--- src/rtl/alarm_pkg.sv ---
// Shared types and constants for the alarm keypad controller: FSM states, special key codes and
// the default parameter values.
package alarm_pkg;

  typedef enum logic [2:0] {
    StIdle,
    StEntry,
    StCheck,
    StProgAuth,
    StProgNew,
    StLockout
  } state_e;

  localparam logic [3:0] KEY_NONE  = 4'h0;
  localparam logic [3:0] KEY_CLEAR = 4'hE;
  localparam logic [3:0] KEY_PROG  = 4'hF;

  localparam int unsigned DEF_CODE_LEN      = 4;
  localparam logic [31:0] DEF_CODE          = 32'h0000_1234;
  localparam int unsigned DEF_TIMEOUT_TICKS = 10;
  localparam int unsigned DEF_MAX_FAILS     = 3;
  localparam int unsigned DEF_LOCKOUT_TICKS = 40;

  // One nibble of ones per code digit, lowest nibble is the last-entered digit.
  function automatic logic [31:0] code_mask(input int unsigned len);
    logic [31:0] m;
    m = '0;
    for (int unsigned i = 0; i < 8; i++) begin
      if (i < len) m[i*4 +: 4] = 4'hF;
    end
    return m;
  endfunction

  function automatic int unsigned max_u(input int unsigned a, input int unsigned b);
    return (a > b) ? a : b;
  endfunction

endpackage

--- src/rtl/alarm_keypad_ctrl_if.sv ---
// Keypad-side signal bundle of the alarm keypad controller. The master drives the keypad, tick
// and armed status; the slave (the controller) returns requests and status.
interface alarm_keypad_ctrl_if;
  logic       ENA;
  logic [3:0] keypad;
  logic       is_armed;
  logic       arm_req;
  logic       disarm_req;
  logic       code_err;
  logic       code_changed;
  logic       locked;
  logic [3:0] digit_cnt;

  modport master (
    output ENA, keypad, is_armed,
    input  arm_req, disarm_req, code_err, code_changed, locked, digit_cnt
  );

  modport slave (
    input  ENA, keypad, is_armed,
    output arm_req, disarm_req, code_err, code_changed, locked, digit_cnt
  );
endinterface

--- src/rtl/keypad_event_det.sv ---
// Samples the keypad on ENA ticks and flags a key event when a non-zero code follows a zero
// sample, so a held key produces exactly one event.
module keypad_event_det
  import alarm_pkg::*;
(
  input  logic       clk,
  input  logic       reset,
  input  logic       ENA,
  input  logic [3:0] keypad,
  output logic       key_evt,
  output logic [3:0] key_val
);

  logic [3:0] prev_q;

  always_ff @(posedge clk or posedge reset) begin
    if (reset) begin
      prev_q <= KEY_NONE;
    end else if (ENA) begin
      prev_q <= keypad;
    end
  end

  always_comb begin
    key_evt = ENA && (keypad != KEY_NONE) && (prev_q == KEY_NONE);
    key_val = keypad;
  end

endmodule

--- src/rtl/alarm_keypad_ctrl.sv ---
// Keypad code-entry controller: collects digits, checks or reprograms the code and issues
// arm/disarm requests. Define KEYPAD_LOCKOUT_EN to lock the keypad after repeated wrong codes.
module alarm_keypad_ctrl
  import alarm_pkg::*;
#(
  parameter int unsigned CODE_LEN      = DEF_CODE_LEN,
  parameter logic [31:0] DEFAULT_CODE  = DEF_CODE,
  parameter int unsigned TIMEOUT_TICKS = DEF_TIMEOUT_TICKS,
  parameter int unsigned MAX_FAILS     = DEF_MAX_FAILS,
  parameter int unsigned LOCKOUT_TICKS = DEF_LOCKOUT_TICKS
) (
  input logic                 clk,
  input logic                 reset,
  alarm_keypad_ctrl_if.slave  bus
);

  localparam logic [31:0] Mask  = code_mask(CODE_LEN);
  // One tick counter serves both the inactivity timeout and the lockout period.
  localparam int unsigned TickW = $clog2(max_u(TIMEOUT_TICKS, LOCKOUT_TICKS) + 1);
  localparam int unsigned FailW = max_u($clog2(MAX_FAILS + 1), 4);

  state_e             state_q, state_d;
  logic [31:0]        entry_q, entry_d;
  logic [31:0]        code_q, code_d;
  logic [3:0]         cnt_q, cnt_d;
  logic [TickW-1:0]   tick_q, tick_d;
  logic [FailW-1:0]   fail_q, fail_d;
  logic               arm_q, arm_d;
  logic               disarm_q, disarm_d;
  logic               err_q, err_d;
  logic               chg_q, chg_d;
  logic               locked_q, locked_d;

  logic               key_evt;
  logic [3:0]         key_val;
  logic               is_digit;
  logic [31:0]        entry_shift;
  logic               shift_match;
  logic               entry_match;
  logic               last_digit;
  logic [TickW-1:0]   tick_inc;
  logic               tmo_hit;
  logic [FailW-1:0]   fail_inc;
  state_e             fail_state;

  keypad_event_det u_event_det (
    .clk     (clk),
    .reset   (reset),
    .ENA     (bus.ENA),
    .keypad  (bus.keypad),
    .key_evt (key_evt),
    .key_val (key_val)
  );

  always_comb begin
    is_digit    = (key_val != KEY_CLEAR) && (key_val != KEY_PROG);
    entry_shift = {entry_q[27:0], key_val} & Mask;
    shift_match = (entry_shift == code_q);
    entry_match = (entry_q == code_q);
    last_digit  = ((cnt_q + 4'd1) == 4'(CODE_LEN));
    tick_inc    = tick_q + TickW'(1);
    tmo_hit     = (tick_inc == TickW'(TIMEOUT_TICKS));
    fail_inc    = (&fail_q) ? fail_q : fail_q + FailW'(1);
`ifdef KEYPAD_LOCKOUT_EN
    fail_state  = (fail_inc >= FailW'(MAX_FAILS)) ? StLockout : StIdle;
`else
    fail_state  = StIdle;
`endif
  end

  always_comb begin
    state_d  = state_q;
    entry_d  = entry_q;
    code_d   = code_q;
    cnt_d    = cnt_q;
    tick_d   = tick_q;
    fail_d   = fail_q;
    arm_d    = 1'b0;
    disarm_d = 1'b0;
    err_d    = 1'b0;
    chg_d    = 1'b0;

    unique case (state_q)
      StIdle: begin
        if (key_evt) begin
          if (is_digit) begin
            state_d = StEntry;
            entry_d = {28'd0, key_val};
            cnt_d   = 4'd1;
            tick_d  = '0;
          end else if (key_val == KEY_PROG && !bus.is_armed) begin
            state_d = StProgAuth;
            entry_d = '0;
            cnt_d   = '0;
            tick_d  = '0;
          end
        end
      end

      StEntry, StProgAuth, StProgNew: begin
        if (key_evt) begin
          tick_d = '0;
          if (key_val == KEY_CLEAR) begin
            state_d = StIdle;
            entry_d = '0;
            cnt_d   = '0;
          end else if (is_digit) begin
            entry_d = entry_shift;
            cnt_d   = cnt_q + 4'd1;
            if (last_digit) begin
              cnt_d = '0;
              if (state_q == StEntry) begin
                state_d = StCheck;
              end else if (state_q == StProgAuth) begin
                entry_d = '0;
                if (shift_match) begin
                  state_d = StProgNew;
                  fail_d  = '0;
                end else begin
                  state_d = fail_state;
                  err_d   = 1'b1;
                  fail_d  = fail_inc;
                end
              end else begin
                code_d  = entry_shift;
                chg_d   = 1'b1;
                state_d = StIdle;
                entry_d = '0;
              end
            end
          end
        end else if (bus.ENA) begin
          if (tmo_hit) begin
            state_d = StIdle;
            err_d   = 1'b1;
            entry_d = '0;
            cnt_d   = '0;
            tick_d  = '0;
          end else begin
            tick_d = tick_inc;
          end
        end
      end

      StCheck: begin
        state_d = StIdle;
        entry_d = '0;
        tick_d  = '0;
        if (entry_match) begin
          fail_d = '0;
          if (bus.is_armed) disarm_d = 1'b1;
          else              arm_d    = 1'b1;
        end else begin
          err_d   = 1'b1;
          fail_d  = fail_inc;
          state_d = fail_state;
        end
      end

`ifdef KEYPAD_LOCKOUT_EN
      StLockout: begin
        if (bus.ENA) begin
          if (tick_inc == TickW'(LOCKOUT_TICKS)) begin
            state_d = StIdle;
            fail_d  = '0;
            tick_d  = '0;
          end else begin
            tick_d = tick_inc;
          end
        end
      end
`endif

      default: state_d = StIdle;
    endcase

`ifdef KEYPAD_LOCKOUT_EN
    locked_d = (state_d == StLockout);
`else
    locked_d = 1'b0;
`endif
  end

  always_ff @(posedge clk or posedge reset) begin
    if (reset) begin
      state_q  <= StIdle;
      entry_q  <= '0;
      code_q   <= DEFAULT_CODE & Mask;
      cnt_q    <= '0;
      tick_q   <= '0;
      fail_q   <= '0;
      arm_q    <= 1'b0;
      disarm_q <= 1'b0;
      err_q    <= 1'b0;
      chg_q    <= 1'b0;
      locked_q <= 1'b0;
    end else begin
      state_q  <= state_d;
      entry_q  <= entry_d;
      code_q   <= code_d;
      cnt_q    <= cnt_d;
      tick_q   <= tick_d;
      fail_q   <= fail_d;
      arm_q    <= arm_d;
      disarm_q <= disarm_d;
      err_q    <= err_d;
      chg_q    <= chg_d;
      locked_q <= locked_d;
    end
  end

  assign bus.arm_req      = arm_q;
  assign bus.disarm_req   = disarm_q;
  assign bus.code_err     = err_q;
  assign bus.code_changed = chg_q;
  assign bus.locked       = locked_q;
  assign bus.digit_cnt    = cnt_q;

endmodule

--- src/flat_wrapper.sv ---
// flat-port wrapper written by rule: the top's interface ports become plain ports
module alarm_keypad_ctrl_flat import alarm_pkg::*;
#(
  parameter int unsigned CODE_LEN      = DEF_CODE_LEN,
  parameter logic [31:0] DEFAULT_CODE  = DEF_CODE,
  parameter int unsigned TIMEOUT_TICKS = DEF_TIMEOUT_TICKS,
  parameter int unsigned MAX_FAILS     = DEF_MAX_FAILS,
  parameter int unsigned LOCKOUT_TICKS = DEF_LOCKOUT_TICKS
)
  (clk, reset, bus_ENA, bus_keypad, bus_is_armed, bus_arm_req, bus_disarm_req, bus_code_err, bus_code_changed, bus_locked, bus_digit_cnt);
  alarm_keypad_ctrl_if bus_i ();
  input logic clk;
  input logic reset;
  input wire logic [$bits(bus_i.ENA)-1:0] bus_ENA;
  input wire logic [$bits(bus_i.keypad)-1:0] bus_keypad;
  input wire logic [$bits(bus_i.is_armed)-1:0] bus_is_armed;
  output wire logic [$bits(bus_i.arm_req)-1:0] bus_arm_req;
  output wire logic [$bits(bus_i.disarm_req)-1:0] bus_disarm_req;
  output wire logic [$bits(bus_i.code_err)-1:0] bus_code_err;
  output wire logic [$bits(bus_i.code_changed)-1:0] bus_code_changed;
  output wire logic [$bits(bus_i.locked)-1:0] bus_locked;
  output wire logic [$bits(bus_i.digit_cnt)-1:0] bus_digit_cnt;
  assign bus_i.ENA = bus_ENA;
  assign bus_i.keypad = bus_keypad;
  assign bus_i.is_armed = bus_is_armed;
  assign bus_arm_req = bus_i.arm_req;
  assign bus_disarm_req = bus_i.disarm_req;
  assign bus_code_err = bus_i.code_err;
  assign bus_code_changed = bus_i.code_changed;
  assign bus_locked = bus_i.locked;
  assign bus_digit_cnt = bus_i.digit_cnt;
  alarm_keypad_ctrl #(.CODE_LEN(CODE_LEN), .DEFAULT_CODE(DEFAULT_CODE), .TIMEOUT_TICKS(TIMEOUT_TICKS), .MAX_FAILS(MAX_FAILS), .LOCKOUT_TICKS(LOCKOUT_TICKS)) u_core (.clk(clk), .reset(reset), .bus(bus_i));
endmodule
--- config.mk ---
export PLATFORM = sky130hd
export DESIGN_NAME = alarm_keypad_ctrl_flat
export DESIGN_NICKNAME = d
export VERILOG_FILES = /design/src/rtl/alarm_pkg.sv /design/src/rtl/alarm_keypad_ctrl_if.sv /design/src/rtl/keypad_event_det.sv /design/src/rtl/alarm_keypad_ctrl.sv /design/src/flat_wrapper.sv
export SDC_FILE = /design/constraint.sdc
export NUM_CORES = 1
export LEC_CHECK = 0
export CORE_UTILIZATION = 35
export CTS_BUF_LIST = sky130_fd_sc_hd__clkbuf_2
export CTS_CLUSTER_DIAMETER = 40
export CTS_CLUSTER_SIZE = 10
export DETAILED_ROUTE_END_ITERATION = 7
export PLACE_DENSITY = 0.49
export SKIP_CTS_REPAIR_TIMING = 1
export SLEW_MARGIN = 30
export SYNTH_ARGS = -nofsm -noshare
export SYNTH_HDL_FRONTEND = slang
export SYNTH_SLANG_ARGS = --single-unit
--- constraint.sdc ---
create_clock -name clk -period 5.6 [get_ports clk]
set_input_delay 1.68 -clock clk [delete_from_list [all_inputs] [get_ports clk]]
set_output_delay 1.68 -clock clk [all_outputs]
set_load 0.05 [all_outputs]
==> impl_metrics.tcl <==
set metrics [dict create \
    status "complete, no violations" \
    vias 2390 \
    grt-ovfl-total 0 \
    finalHoldViolCount 0 \
    numPortBuffers 15 \
    fillers 854 \
    critPathLaunchType "input pin" \
    slew_headroom_pct 37.7 \
    drtPass1Iterations 5 \
    num_antenna_cells 0 \
    antenna_found_initial 0 \
    cp.required_ns 5.99 \
    pre_cts_slack_ns 0.620 \
    wire_per_inst_microns 17.8 \
    post-route-period-util_pct 77.4 \
    clk_latency_ns 0.47 \
    cts_root_buffer "clkbuf_2" \
    synth_area_sq_um 3140 \
    fin_skew_ns 0.0466 \
    critPathArrivalTime_ns 4.72 \
    hold_depth 1 \
    setup_ws_ns 1.27 \
    holdCritPathClass "register to register" \
    dpl.hpwl_microns 5450 \
    reg2reg_to "u_core.entry_q[0]" \
    cp_top_family "simple AND/OR/NAND/NOR gates" \
    tns_ns 0 \
    synthCells 314 \
    crit_fanout 25 \
    routed_wl_microns 7610 \
    max_stage_delay_ns 0.67 \
    holdPathEnd "u_core.tick_q[5]" \
    grt_use_met3_pct 2.67 \
    grt_max_degree 38 \
    cts_inserted_buffers 5 \
    drive_gt1_share_pct 12.8 \
    ir_worst_vdd_v 0.000179 \
    num_rows 34 \
    synth-seq-cells 53 \
    crit_type "input pin to register" \
    synth_largest_area_cell "dfrtp_1" \
    leakage_nw 1.40 \
    setup_viol 0 \
    drc 0 \
    r2r_start "u_core.u_event_det.prev_q[1]" \
    gr-max-usage-layer "met2" \
    grt_pass1_wl_microns 12600 \
    cts.sink_count 53 \
    grt_util_met2_pct 28.5 \
    die_height_microns 96.7 \
    endpoint_kind "register" \
    slowest_stage "or3_1" \
    ios 17 \
    multiInputGateArea_sq_um 1650 \
    die_x_microns 96.7 \
    p_per_area_nw_per_um2 337 \
    final_cell_mix "dfrtp_1, xnor2_1, o31ai_1" \
    cp_cell_sequence "clkdlybuf4s50_1, or4b_4, or3_1, o311a_4, or3_1, o41ai_2" \
    worst-path-buf-inv 1 \
    regArea_sq_um 1330 \
    finalNetCount 331 \
    async_flop_share_pct 100 \
    worst_pin_slew_ns 0.926 \
    rrSetupSlack_ns 2.62 \
    syn2layout_area_growth_pct 9.48 \
    final_antenna_net_count 0 \
    cts_tree "built" \
    avgSynthCellArea_sq_um 10.0 \
    worstRegToRegCells 5 \
    crit_top_cell "or3_1" \
    synth_top_cell_area_share_pct 38.2 \
    via_per_inst 5.58 \
    fmax_mhz 231 \
    drt_iter0_markers 68 \
    synth_cell_type_count 51 \
    grt_use_total_pct 16.9 \
    slew_viol_final 0 \
    use_met1_pct 22.4 \
    grt_setup_unrepaired "false" \
    dieArea_sq_um 9360 \
    ys_seq_area_share_pct 42.4 \
    place_congestion 0.875 \
    core_sq_um 8720 \
    dominantRegCellSynth "dfrtp_1" \
    yosys-top-cells-area "dfrtp_1, xnor2_1, o31ai_1" \
    synth_edf_count 0 \
    initial_core_util_pct 36.0 \
    min_period_ns 4.33 \
    grt_pass1_vias 2430 \
    clock_path_buffers 2 \
    ys_warn_count 0 \
    htreeDepth 2 \
    hp-start "u_core.tick_q[5]" \
    drv_cap 0 \
    layout_commonest_cell "dfrtp_1" \
    synth_fp_nets 326 \
    path_clk_slew_ns 0.28 \
]
flip-flops by register name (all words and copies together) (netlist names):
name / cells
u_core.code_q: 16
u_core.bus.disarm_req: 1
u_core.entry_q: 16
u_core.bus.code_changed: 1
u_core.bus.arm_req: 1
u_core.bus.digit_cnt: 4
u_core.bus.code_err: 1
u_core.state_q: 3
u_core.tick_q: 6
u_core.u_event_det.prev_q: 4
synthesized netlist by cell type, drive strengths merged, types with 3 or more instances:
cell type	count
dfrtp	48
xnor2	34
o31ai	25
mux2	20
nand3	20
o21ai	19
clkbuf	15
inv	11
nand4	11
nor2	11
buf	10
nand2	8
nor3	8
a21oi	5
dfstp	5
nor4	5
or3	5
ha	4
mux2i	4
nand2b	4
and3	3
nor2b	3
nor3b	3
nor4b	3
o211ai	3
o22ai	3
o41ai	3
worst register-to-register path: stages (launching register included):
cell and delay (ns):
dfrtp_1 0.46, or4b_4 0.57, or3_1 0.53, o311a_4 0.29, or3_1 0.68, o41ai_2 0.39
per-layer routing:
metal  vias to the layer above  wire length, microns  share of wire, %
li1                       1166                     -                 -
met1                      1171                  3550                47
met2                        42                  3720                49
met3                        11                   234               3.1
met4                         0                   103               1.4
met5                         -                     0                 0
cells by family (layout without fill, tap and decap cells):
group	Yosys count	after routing	synth area share [%]
flops	53	53	42.4
mux	24	24	8.45
compound gates	74	74	17.0
xor+xnor	34	34	9.48
simple gates	88	88	15.7
fa+ha+maj	4	4	1.59
other cells	1	1	0.119
buf+inv	36	42	5.22
area by class of cell:
class | instances | share of cell area (%)
multi-input cells | 225 | 48.0
flip-flops and latches | 53 | 38.8
repair buffers | 23 | 6.11
well taps | 108 | 3.93
inverters | 11 | 1.20
clock inverters | 2 | 1.13
clock buffers | 6 | 0.873
where the power goes:
| part | total [mW] | internal (mW) | switching [mW] | leakage [nW] |
|---|---|---|---|---|
| Sequential | 0.483 | 0.420 | 0.0632 | 0.703 |
| Combinational | 0.466 | 0.161 | 0.305 | 0.652 |
| Clock | 0.210 | 0.0781 | 0.132 | 0.0432 |
how the worst max path moves through the flow:
| stage | from | end | slack [ns] | cells after the start |
|---|---|---|---|---|
| 3_3_place_gp | bus_ENA | u_core.entry_q[0] | 0.70 | 6 |
| 5_1_grt | bus_ENA | u_core.entry_q[1] | 1.17 | 6 |
| 2_1_floorplan | bus_ENA | u_core.entry_q[0] | 1.79 | 8 |
| 4_1_cts | bus_ENA | u_core.entry_q[0] | 1.14 | 6 |
| 3_5_place_dp | bus_ENA | u_core.entry_q[0] | 0.62 | 6 |
| 6_report | bus_ENA | u_core.entry_q[0] | 1.27 | 6 |
through the flow:
stage | util (%) | hold WS (ns) | total power [mW] | cells | area (sq um)
floorplan | - | 0.444 | 0.820 | 314 | 3140
finish | 39.4 | 0.511 | 1.16 | 428 | 3440
global route | 39.4 | 0.527 | 1.23 | 428 | 3440
CTS | 39.3 | 0.515 | 1.16 | 427 | 3430
global placement | 38.5 | 0.495 | 0.950 | 419 | 3360
detailed placement | 38.6 | 0.484 | 0.948 | 419 | 3360
Note: power is estimated with default switching activity, not from simulation.
